`config.mk`:
```
export PLATFORM = sky130hd
export DESIGN_NAME = fetch_decode_seq
export DESIGN_NICKNAME = d
export VERILOG_FILES = /design/src/rtl/cpu_pkg.sv /design/src/rtl/fetch_decode_seq_seq_counter.sv /design/src/rtl/fetch_decode_seq.sv
export SDC_FILE = /design/constraint.sdc
export NUM_CORES = 1
export LEC_CHECK = 0
export BUFFER_PORTS_ARGS = -buffer_cell sky130_fd_sc_hd__buf_4
export CAP_MARGIN = 20
export CORE_UTILIZATION = 53
export CTS_CLUSTER_SIZE = 12
export DETAILED_ROUTE_END_ITERATION = 6
export GPL_ROUTABILITY_DRIVEN = 0
export HOLD_SLACK_MARGIN = 0.15
export MAX_ROUTING_LAYER = met4
export PLACE_DENSITY = 0.94
export SLEW_MARGIN = 20
export SYNTH_ARGS = -nofsm -noshare
export SYNTH_HDL_FRONTEND = slang
export SYNTH_SLANG_ARGS = --single-unit
```
`constraint.sdc`:
```
create_clock -name Clock -period 6.25 [get_ports Clock]
set_clock_uncertainty 0.15 [all_clocks]
set_input_delay 0 -clock Clock [delete_from_list [all_inputs] [get_ports Clock]]
set_output_delay 0 -clock Clock [all_outputs]
set_load 0.01 [all_outputs]
```
`src/rtl/cpu_pkg.sv`:
```
// Shared definitions for the 8-bit CPU front end.
// Holds the sequence-counter width, the named T states, the instruction
// register field positions, the opcode enumeration and a one-hot opcode
// helper used by the decode logic.
package cpu_pkg;

  // Sequence counter width and the named T states
  localparam int T_W = 3;
  localparam logic [T_W-1:0] T_FETCH_LO = 3'd0;
  localparam logic [T_W-1:0] T_FETCH_HI = 3'd1;
  localparam logic [T_W-1:0] T_EXEC     = 3'd2;
  localparam logic [T_W-1:0] T_STEP     = 3'd1;

  // Instruction register layout: opcode on top, register and address below
  localparam int IR_W    = 16;
  localparam int OPC_HI  = 15;
  localparam int OPC_LO  = 12;
  localparam int RD_HI   = 11;
  localparam int RD_LO   = 8;
  localparam int ADDR_HI = 7;
  localparam int ADDR_LO = 0;

  typedef enum logic [3:0] {
    OP_AND = 4'd0,  OP_OR  = 4'd1,  OP_XOR = 4'd2,  OP_NOT = 4'd3,
    OP_ADD = 4'd4,  OP_SUB = 4'd5,  OP_INC = 4'd6,  OP_DEC = 4'd7,
    OP_SHL = 4'd8,  OP_SHR = 4'd9,  OP_LD  = 4'd10, OP_ST  = 4'd11,
    OP_MOV = 4'd12, OP_JMP = 4'd13, OP_BEQ = 4'd14, OP_BNE = 4'd15
  } opcode_e;

  // One-hot strobe for a 4-bit opcode
  function automatic logic [15:0] op_onehot(input logic [3:0] opc);
    op_onehot = 16'h0001 << opc;
  endfunction

endpackage

```
`src/rtl/fetch_decode_seq_seq_counter.sv`:
```
// seq_counter: T0..T7 instruction timing counter.
// Ports:
//   clk, rst_n   - clock and asynchronous active-low reset
//   stall        - hold T for this cycle
//   done         - execute stage finished; return to T0 (execute phase only)
//   t            - registered sequence count
//   t_onehot     - combinational one-hot decode of t
//   overrun      - registered one-cycle pulse when T_MAX wraps without done
module seq_counter
  import cpu_pkg::*;
#(
  parameter int T_MAX = 7
) (
  input  logic           clk,
  input  logic           rst_n,
  input  logic           stall,
  input  logic           done,
  output logic [T_W-1:0] t,
  output logic [7:0]     t_onehot,
  output logic           overrun
);

  localparam logic [T_W-1:0] T_LAST = T_W'(T_MAX);

  logic [T_W-1:0] t_r;
  logic [T_W-1:0] t_next_s;
  logic           ovr_r;
  logic           ovr_next_s;

  // Next T: fetch states always advance, execute states advance until done or wrap
  always_comb begin
    t_next_s   = t_r;
    ovr_next_s = 1'b0;
    if (stall) begin
      t_next_s = t_r;
    end else if (t_r < T_EXEC) begin
      t_next_s = t_r + T_STEP;
    end else if (done) begin
      t_next_s = T_FETCH_LO;
    end else if (t_r == T_LAST) begin
      t_next_s   = T_FETCH_LO;
      ovr_next_s = 1'b1;
    end else begin
      t_next_s = t_r + T_STEP;
    end
  end

  // Counter and overrun pulse registers
  always_ff @(posedge clk or negedge rst_n) begin
    if (!rst_n) begin
      t_r   <= T_FETCH_LO;
      ovr_r <= 1'b0;
    end else begin
      t_r   <= t_next_s;
      ovr_r <= ovr_next_s;
    end
  end

  // One-hot decode of the current T
  always_comb begin
    t_onehot      = 8'h00;
    t_onehot[t_r] = 1'b1;
  end

  assign t       = t_r;
  assign overrun = ovr_r;

endmodule

```
`src/rtl/fetch_decode_seq.sv`:
```
// fetch_decode_seq: instruction fetch, T sequencing and opcode decode.
// Ports:
//   Clock, Reset         - rising-edge clock, asynchronous active-low reset
//   Stall                - freeze PC, IR, T and Op_out for the cycle
//   Mem_Data             - combinational read data at Mem_Addr
//   Done                 - execute finished (honoured only in T >= 2)
//   Branch_Load/Addr     - load PC with target (honoured only in T >= 2)
//   Mem_Addr, ARF_PC     - current PC
//   Mem_Rd               - read strobe in T0/T1 when not stalled
//   IR_out               - instruction register {high byte, low byte}
//   T_out, T0_out..T7_out- sequence count and its one-hot decode
//   Op_out               - registered one-hot opcode, zero during fetch
//   Overrun              - one-cycle pulse when T wraps without Done
module fetch_decode_seq
  import cpu_pkg::*;
#(
  parameter logic [7:0] PC_RESET = 8'h00,
  parameter int         T_MAX    = 7
) (
  input  logic            Clock,
  input  logic            Reset,
  input  logic            Stall,
  input  logic [7:0]      Mem_Data,
  input  logic            Done,
  input  logic            Branch_Load,
  input  logic [7:0]      Branch_Addr,
  output logic [7:0]      Mem_Addr,
  output logic            Mem_Rd,
  output logic [7:0]      ARF_PC,
  output logic [IR_W-1:0] IR_out,
  output logic [T_W-1:0]  T_out,
  output logic            T0_out,
  output logic            T1_out,
  output logic            T2_out,
  output logic            T3_out,
  output logic            T4_out,
  output logic            T5_out,
  output logic            T6_out,
  output logic            T7_out,
  output logic [15:0]     Op_out,
  output logic            Overrun
);

  localparam logic [T_W-1:0] T_LAST = T_W'(T_MAX);

  logic [7:0]      pc_r;
  logic [7:0]      pc_next_s;
  logic [IR_W-1:0] ir_r;
  logic [IR_W-1:0] ir_next_s;
  logic [15:0]     op_r;
  logic [15:0]     op_next_s;
  logic [T_W-1:0]  t_s;
  logic [7:0]      t_oh_s;
  logic            ovr_s;

  seq_counter #(.T_MAX(T_MAX)) u_seq (
    .clk      (Clock),
    .rst_n    (Reset),
    .stall    (Stall),
    .done     (Done),
    .t        (t_s),
    .t_onehot (t_oh_s),
    .overrun  (ovr_s)
  );

  // Next PC / IR / opcode strobe from the current T state
  always_comb begin
    pc_next_s = pc_r;
    ir_next_s = ir_r;
    op_next_s = op_r;
    if (Stall) begin
      pc_next_s = pc_r;
    end else begin
      case (t_s)
        T_FETCH_LO: begin
          ir_next_s[7:0] = Mem_Data;
          pc_next_s      = pc_r + 8'd1;
          op_next_s      = 16'h0000;
        end
        T_FETCH_HI: begin
          // Opcode arrives with the high byte, so the strobe is ready when T enters 2
          ir_next_s[15:8] = Mem_Data;
          pc_next_s       = pc_r + 8'd1;
          op_next_s       = op_onehot(Mem_Data[OPC_HI-8:OPC_LO-8]);
        end
        default: begin
          if (Branch_Load) begin
            pc_next_s = Branch_Addr;
          end else begin
            pc_next_s = pc_r;
          end
          // Clear the strobe on the edge T returns to T0
          if (Done || (t_s == T_LAST)) begin
            op_next_s = 16'h0000;
          end else begin
            op_next_s = op_r;
          end
        end
      endcase
    end
  end

  // PC, IR and opcode strobe registers
  always_ff @(posedge Clock or negedge Reset) begin
    if (!Reset) begin
      pc_r <= PC_RESET;
      ir_r <= 16'h0000;
      op_r <= 16'h0000;
    end else begin
      pc_r <= pc_next_s;
      ir_r <= ir_next_s;
      op_r <= op_next_s;
    end
  end

  assign Mem_Addr = pc_r;
  assign ARF_PC   = pc_r;
  assign Mem_Rd   = (t_s < T_EXEC) && !Stall;
  assign IR_out   = ir_r;
  assign T_out    = t_s;
  assign Op_out   = op_r;
  assign Overrun  = ovr_s;
  assign {T7_out, T6_out, T5_out, T4_out, T3_out, T2_out, T1_out, T0_out} = t_oh_s;

endmodule

```
## Yosys cells after proc, flatten, opt, wreduce, memory -nomap -nowiden

Index checks and enable logic that the tools add are counted.
W data, S select, Z words.

| word-level totals | value |
|---|---|
| flip-flop bits (word level) | 44 |
| output and inout bits | 61 |

| operators by class | value |
|---|---|
| shift-type cells | 1 |
| equality and inequality tests | 2 |
| order comparisons | 3 |
| bitwise gates (word level) | 1 |
| add/subtract/negate cells | 2 |
| mux-type cells | 13 |
| reductions and logical operators | 12 |

Operators by type and width:

| kind | count |
|---|---|
| $pmux W16 S2 | 1 |
| $mux W16 | 1 |
| $mux W8 | 2 |
| $shl A1 B4 Y16 const A | 1 |
| $mux W3 | 3 |
| $add A8 B1 Y8 const B | 1 |
| $reduce_and A2 Y1 | 4 |
| $mux W1 | 5 |
| $lt A3 B4 Y1 const B | 1 |
| $add A3 B1 Y3 const B | 1 |
| $demux W1 S3 | 1 |
| $eq A3 B1 Y1 const B | 1 |
| $eq A3 B3 Y1 const B | 1 |
| $ge A3 B1 Y1 const B | 1 |
| $logic_not A3 Y1 | 1 |
| $lt A3 B2 Y1 const B | 1 |
| $reduce_bool A3 Y1 | 1 |
| $logic_and A1 B1 Y1 | 2 |
| $reduce_bool A2 Y1 | 1 |
| $reduce_or A2 Y1 | 1 |
| $logic_not A1 Y1 | 1 |
| $logic_or A1 B1 Y1 | 1 |
| $not A1 Y1 | 1 |

## Logic depth before layout (Yosys ltp)

Gate-level depths: netlist (run 1).

| logic depth | value |
|---|---|
| depth after elaboration | 5 |
| depth in mapped cells | 7 |
| depth with buffers taken out | 5 |

## Cells and area by module

Synthesis (run 1) repeated with hierarchy kept, for this count alone.

| second synthesis, totals | value |
|---|---|
| cell total of the unflattened synthesis | 203 |
| area total of the unflattened synthesis | 2228.4 sq um |

By module, submodules not included:

| module | instances | cells an instance | area an instance (sq um) | seq. area each (sq um) |
|---|---|---|---|---|
| fetch_decode_seq | 1 | 173 | 1916.8 | 1001.0 |
| seq_counter | 1 | 30 | 311.5 | 100.1 |

## Worst setup path before layout (run 1)

OpenSTA, ideal clock, no wires.

| timing | value |
|---|---|
| path kind | reg2reg |
| start | reg u_seq.t_r[1] (netlist: u_seq.t[1]) |
| end | reg op_r[10] (netlist: Op_out[10]) |
| clock period less this slack | 2244 ps |
| required time | 5975 ps |
| arrival time | 1970 ps |
| setup slack | 4006 ps |
| path buffers | 2 |
| library setup time | 125 ps |
| stages on the path, launching flop included | 8 |
| cells stage by stage | dfrtp_1 -> clkbuf_1 -> inv_1 -> ha_1 -> o21bai_2 -> a21oi_2 -> buf_6 -> mux2_2 |

| on the way | value |
|---|---|
| word-level cells in the longest chain between the ends | 4 |
| elaborated cells on any way between the ends | 7 |
| classes of those cells | 2 x eq/ne; 1 x mux; 4 x reduce/logical |

Ends and longest elaborated chain:

| item | line | text |
|---|---|---|
| start: declaration | fetch_decode_seq_seq_counter.sv:25 | `logic [T_W-1:0] t_r;` |
| start signal: assignment | fetch_decode_seq_seq_counter.sv:54 | `t_r <= t_next_s;` |
| $eq A3 B3 Y1 | fetch_decode_seq.sv:93 | `if (Done \|\| (t_s == T_LAST)) begin` |
| $logic_or A1 B1 Y1 | fetch_decode_seq.sv:93 |  |
| $reduce_bool A3 Y1 (no source line) | -- |  |
| $reduce_and A2 Y1 (no source line) | -- |  |
| end signal: assignment | fetch_decode_seq.sv:112 | `op_r <= op_next_s;` |
| end: declaration | fetch_decode_seq.sv:50 | `logic [15:0] op_r;` |

Several ways; a longest one is shown, not always the timed one.
A chain may end at the register's enable or synchronous reset.

## Worst setup path in the final report (run 1)

| timing | value |
|---|---|
| start | reg u_seq.t_r[1] (netlist: u_seq.t[1]) |
| end | reg pc_r[5] (netlist: ARF_PC[5]) |

| on the way | value |
|---|---|
| word-level cells in the longest chain between the ends | 4 |
| elaborated cells on any way between the ends | 6 |
| classes of those cells | 1 x eq/ne; 1 x mux; 4 x reduce/logical |

Ends and longest elaborated chain:

| item | line | text |
|---|---|---|
| $eq A3 B1 Y1 or $logic_not A3 Y1 (tied branches) | fetch_decode_seq.sv:74 | `case (t_s)` |
| $reduce_or A2 Y1 (no source line) * | -- |  |
| $reduce_bool A2 Y1 (no source line) | -- |  |
| $reduce_and A2 Y1 (no source line) | -- |  |
| end signal: assignment | fetch_decode_seq.sv:110 | `pc_r <= pc_next_s;` |
| end: declaration | fetch_decode_seq.sv:46 | `logic [7:0] pc_r;` |

Mark *: on every way between the ends. The rest lies on a longest branch, timed or not.

==> impl_metrics.tcl, run 1 <==
set metrics [dict create \
    crit_slowest_cell "dlygate4sd3_1" \
    synth_xor_area_share_pct 0 \
    crit_path_max_incr_delay_ns 0.60 \
    crit_top_cell "dlygate4sd3_1" \
    first_pass_iters 5 \
    insertion_delay_ns 0.30 \
    start_util_pct 56.7 \
    power.density_nw_per_um2 411 \
    coreArea_um2 4090 \
    area_growth_pct 40.6 \
    vdd_drop_max_mv 0.278 \
    cts_buffer_depth 2 \
    vias 2003 \
    synthDistinctLibCells 37 \
    die_h_um 68.1 \
    path_class "reg -> reg" \
    synth.area.mux_share_pct 17.5 \
    io_pins 82 \
    fin_crit_ns 3.04 \
    dieWidth_um 68.1 \
    synthCells 206 \
    place_ws_ns 3.58 \
    cp_max_fo 11 \
    maxCapViolCount 0 \
    crit_required_ns 6.34 \
    insertedDiodeCount 0 \
    outcome "finished, final reports clean" \
    grt_pass1_wl_um 9030 \
    report.final.slew_viol_count 0 \
    slew-limit-headroom_pct 35.1 \
    antenna_found_initial 0 \
    avgSynthCellArea_um2 11.3 \
    rsz0062_at_grt "false" \
    port_buffers 81 \
    r2r_slack_ns 3.21 \
    timing.rr.start "u_seq.t[1]$_DFFE_PN0N_" \
    setup_ws_ns 3.21 \
    synth_area_um2 2320 \
    crit_chain "inv_1, ha_1, o21bai_2, nand4b_1, dlygate4sd3_1, nand4_1, dlygate4sd3_1" \
    synth_nets 233 \
    leakage_uw 0.00153 \
    holdWs_ns 0.154 \
    final_antenna_net_count 0 \
    die-area_um2 4640 \
    drt-total-wl_um 5900 \
    finalHoldViolations 0 \
    grt_pass1_vias 1895 \
    row_count 23 \
    holdCritStartpoint "Branch_Load" \
    cts_root_buf "clkbuf_8" \
    yosys_register_bits 44 \
    cts_sinks 44 \
    fillers 243 \
    fin_crit_sh_pct 48.6 \
    drive_gt1_share_pct 41.1 \
    critical_path_arrival_ns 3.13 \
    synth_top_family_by_area "simple AND/OR/NAND/NOR gates" \
    setup_viol 0 \
    grt_use_total_pct 27.6 \
    startpoint_type "register" \
    dp_hpwl_um 3730 \
    ys_seq_area_share_pct 47.5 \
    drt_iter0_markers 217 \
    finalSetupTns_ns 0 \
    grt_max_degree 45 \
    cts_buffers 5 \
    worstSetupEndpointType "register" \
    synth-adder-area-share_pct 3.24 \
    nets 330 \
    yosysWarningCount 0 \
    yosys.area_share.simple_pct 17.8 \
    drcViolationCount 0 \
    synth_compound_area_share_pct 7.34 \
    vias_per_cell 5.66 \
    path_clk_slew_ns 0.09 \
    worst-path-buf-inv 3 \
    crit_family "buffers and inverters" \
    worstHoldPathType "in -> reg" \
    grt-ovfl-total 0 \
    detail_route.wl_per_cell_um 16.7 \
    cts_tree "done" \
    fmax_ghz 0.329 \
    cts-htree-levels 2 \
    tightest_slew_ns 0.973 \
    cp-startpoint "u_seq.t[1]$_DFFE_PN0N_" \
]
## area by class of cell
class / count / area (um^2) / share of cell area, %
Inverter: 12 / 45.0 / 1.38
Timing Repair Buffer: 108 / 896 / 27.5
Clock inverter: 3 / 23.8 / 0.729
Tap cell: 50 / 62.6 / 1.92
Multi-Input combinational cell: 132 / 1060 / 32.6
Sequential cell: 44 / 1100 / 33.8
Clock buffer: 5 / 68.8 / 2.11
## layer usage
metal	global-route usage, %	part of all wire, %	vias up
li1	-	-	931
met3	4.83	5.4	18
met2	40.6	50	81
met1	36.3	42	973
met5	-	0	-
met4	14.3	2.6	0
## stage by stage
step	cell area (um^2)	power, uW	util, %	cells
6_report	3260	1340	79.8	354
5_1_grt	3260	1420	79.8	354
4_1_cts	3260	1330	79.8	354
3_5_place_dp	2880	1120	70.5	319
3_3_place_gp	2880	1090	70.5	319
2_1_floorplan	2320	859	-	206
## kinds of logic after synthesis
| family | count (synthesis) |
|---|---|
| AO/OA/AOI/OAI | 22 |
| adder cells (fa/ha/maj) | 6 |
| AND/OR/NAND/NOR | 67 |
| buffers and inverters | 30 |
| flip-flops | 44 |
| multiplexers | 37 |
## cells in the mapped netlist
master / instances / share of area, %
dfrtp_1: 44 / 47
mux2_2: 28 / 14
nand2_1: 14 / 2.3
inv_1: 12 / 1.9
mux2i_1: 9 / 3.9
buf_4: 8 / 2.6
nor2_1: 7 / 1.1
nor2b_1: 7 / 1.9
nor3_1: 7 / 1.5
ha_1: 6 / 3.2
and3_1: 5 / 1.3
clkbuf_1: 5 / 0.81
o21ai_0: 5 / 1.1
buf_2: 4 / 0.86
nand4_1: 4 / 1.1
nand4b_1: 4 / 1.5
a2111oi_0: 3 / 1.1
a2bb2oi_1: 3 / 1.1
nand3_1: 3 / 0.65
nor3b_1: 3 / 0.97
o211ai_1: 3 / 0.97
o31ai_1: 3 / 0.97
nor3b_2: 2 / 1.1
nor4b_1: 2 / 0.76
nor4bb_1: 2 / 0.86
or4b_2: 2 / 0.86
a21oi_2: 1 / 0.38
and4_1: 1 / 0.38
buf_6: 1 / 0.49
nand2b_1: 1 / 0.27
nor3_2: 1 / 0.43
o2111ai_1: 1 / 0.38
o21ba_1: 1 / 0.43
o21bai_2: 1 / 0.49
o311ai_0: 1 / 0.38
or4_1: 1 / 0.32
or4b_1: 1 / 0.43
## sequential cells by signal, indices dropped and copies added (netlist names)
| name | count |
|---|---|
| ARF_PC | 8 |
| IR_out | 16 |
| Op_out | 16 |
| u_seq.overrun | 1 |
| u_seq.t | 3 |
## placed cells by master (no fill, tap or decap), drive strengths merged, types with 4 or more instances in the layout
| master | n |
|---|---|
| clkbuf | 5 |
| o21ai | 5 |
| nor3 | 8 |
| mux2 | 28 |
| nand4 | 4 |
| nand2 | 14 |
| dfrtp | 44 |
| buf | 82 |
| dlygate4sd3 | 26 |
| nor2b | 7 |
| and3 | 5 |
| nor2 | 7 |
| nand4b | 4 |
| nor3b | 5 |
| inv | 12 |
| ha | 6 |
| mux2i | 9 |
## worst register-to-register path, cell delays in order (launching register included)
cell	delay (ns)
dfrtp_1	0.55
inv_1	0.18
ha_1	0.31
o21bai_2	0.40
nand4b_1	0.18
dlygate4sd3_1	0.60
nand4_1	0.07
dlygate4sd3_1	0.55
## final timing paths
kind	end	cells after the start
max in group asynchronous	Op_out[4]$_DFFE_PN0P_	4
worst max register to register	ARF_PC[5]$_DFFE_PN0P_	7
min in group asynchronous	ARF_PC[2]$_DFFE_PN0P_	4
worst min-delay path	ARF_PC[0]$_DFFE_PN0P_	4
worst max-delay path	ARF_PC[5]$_DFFE_PN0P_	7
worst min register to register	Op_out[10]$_DFFE_PN0P_	1
## where the power goes
group          switching, uW  internal [uW]
Sequential               115            378
Clock                    104           79.2
Combinational            309            355
Total                    527            812
## repair_timing
action / 4_1_cts / 5_1_grt
buffers inserted: 0 / 0
hold buffers: 27 / 0
endpoints found under the hold margin: 86 / 0
gates resized for setup: 0 / 0
(Power assumes the default switching activity.)
==> run 2, diff against run 1 <==
Settings changed: CORE_UTILIZATION 53 to 45, PLACE_DENSITY 0.94 to 0.86.
Clock period 6.25 ns to 2.61 ns, I/O delays scaled along.
==> run 2 against run 1 <==
Final cell count up 6.2%; routed wire length down 2.3%; register-to-register slack worse by 3.0 ns; largest power group unchanged; largest cell class unchanged; combinational power up 140%; clock power rose to 3.1 times the previous value; core utilization down 10 points; first-iteration DRC count down 24%; global-route usage down 4.8 points; sequential share of layout area down 1.0 points; die area up 17%; worst setup slack worse by 3.0 ns.
==> impl_metrics.tcl, run 2 (synthesized netlist as in run 1, its figures left out) <==
set metrics [dict create \
    vias_per_cell 5.26 \
    die_h_um 73.8 \
    leakage_uw 0.00159 \
    dieWidth_um 73.8 \
    p_sw_uw 1220 \
    first_pass_iters 4 \
    detail_route.wl_per_cell_um 15.3 \
    finalSetupTns_ns 0 \
    outcome "finished, final reports clean" \
    power.density_nw_per_um2 990 \
    vdd_drop_max_mv 0.678 \
    path_clk_slew_ns 0.08 \
    grt-ovfl-total 0 \
    final_antenna_net_count 0 \
    fin_crit_sh_pct 91.1 \
    grt_pass1_wl_um 9230 \
    cts_root_buf "clkbuf_8" \
    drive_gt1_share_pct 42.7 \
    worstHoldPathType "in -> reg" \
    regArea_um2 1100 \
    fmax_ghz 0.420 \
    layout_common_cells "buf_4 (87), dfrtp_1 (44), mux2_2 (28), dlygate4sd3_1 (25), nand2_1 (14)" \
    path_class "reg -> reg" \
    dp_hpwl_um 3700 \
    tightest_slew_ns 0.611 \
    rsz0062_at_grt "false" \
    io_pins 82 \
    fin_crit_ns 2.38 \
    crit_required_ns 2.66 \
    nets 335 \
    cp_max_fo 11 \
    final_common_cell "buf_4" \
    grt_use_total_pct 22.8 \
    cts_buffer_depth 2 \
    combPwrFrac_pct 48.6 \
    area_growth_pct 45.0 \
    cts_tree "done" \
    row_count 25 \
    multi_input_area_um2 1070 \
    start_util_pct 47.8 \
    placed_area_um2 2950 \
    grt_pass1_vias 1954 \
    port_buffers 81 \
    maxCapViolCount 0 \
    finalHoldViolations 0 \
    insertion_delay_ns 0.29 \
    switching_share_pct 36.6 \
    vias 1979 \
    startpoint_type "register" \
    fillers 346 \
    p_clk_share_pct 16.9 \
    setup_viol 0 \
    grt_max_degree 45 \
    cts_sinks 44 \
    p_int_uw 2110 \
    coreArea_um2 4850 \
    cts_setup_buffers 0 \
    cts-htree-levels 2 \
    drt_iter0_markers 166 \
    critical_path_arrival_ns 2.43 \
    drcViolationCount 0 \
    insertedDiodeCount 0 \
    post-route-cell-area_um2 3360 \
    antenna_found_initial 0 \
    report.final.slew_viol_count 0 \
    slew-limit-headroom_pct 58.7 \
    cts_buffers 5 \
    seqPwrFrac_pct 34.5 \
    drt-total-wl_um 5770 \
    die-area_um2 5440 \
    worstSetupEndpointType "register" \
]
## run 2: routing by layer
metal | wire length, um | up-vias | part of all wire, % | global-route usage, %
met2 | 2820 | 63 | 49 | 36.3
li1 | - | 941 | - | -
met5 | 0 | - | 0 | -
met1 | 2570 | 967 | 44 | 29.2
met4 | 89 | 0 | 1.5 | 6.41
met3 | 296 | 8 | 5.1 | 5.35
## run 2: cell type report
cell class,instances,area share (%)
Multi-Input combinational cell,132,32.0
Tap cell,67,2.49
Timing Repair Buffer,113,27.7
Inverter,12,1.34
Sequential cell,44,32.8
Clock buffer,7,2.87
Clock inverter,1,0.893
## run 2: critical path, cell delays in order (launching register included)
cell and delay [ns]:
dfrtp_1 0.54, inv_1 0.17, ha_1 0.33, o21bai_4 0.31, nand4b_1 0.14, dlygate4sd3_1 0.58
o2111ai_1 0.09
## run 2: worst paths after layout
path | end | cells past startpoint | slack (ns) | from
max in group asynchronous | IR_out[6]$_DFFE_PN0P_ | 4 | 1.51 | Reset
setup / recovery | ARF_PC[7]$_DFFE_PN0P_ | 6 | 0.23 | u_seq.t[1]$_DFFE_PN0N_
min in group asynchronous | u_seq.overrun$_DFF_PN0_ | 4 | 0.58 | Reset
setup reg to reg | ARF_PC[7]$_DFFE_PN0P_ | 6 | 0.23 | u_seq.t[1]$_DFFE_PN0N_
hold / removal | IR_out[3]$_DFFE_PN0P_ | 3 | 0.34 | Mem_Data[3]
hold reg to reg | Op_out[8]$_DFFE_PN0P_ | 1 | 0.36 | Op_out[8]$_DFFE_PN0P_
## run 2: what timing repair did
item / in CTS / in global routing
hold buffers: 26 / 0
gates resized for setup: 0 / 2
setup endpoints to repair: 0 / 1
hold endpoints to repair: 86 / 0
## run 2: metrics by stage
step                total power, uW  hold slack [ns]  worst slack [ns]  std cells  utilization, %
floorplan                      2060           -0.446             0.366        206               -
detailed placement             2700           -0.119             0.261        342            60.7
global placement               2650           -0.121             0.409        342            60.7
global route                   3540            0.351            0.0868        376            69.3
finish                         3330            0.344             0.231        376            69.3
CTS                            3320            0.333             0.185        376            69.1
## run 2: power groups by stage
stage                     clock [uW]  combinational [uW]  sequential [uW]
final                            563                1620             1150
after global routing             600                1750             1190
after CTS                        574                1600             1150
after detailed placement           0                1550             1150
after global placement             0                1510             1140
after floorplan                    0                 854             1200
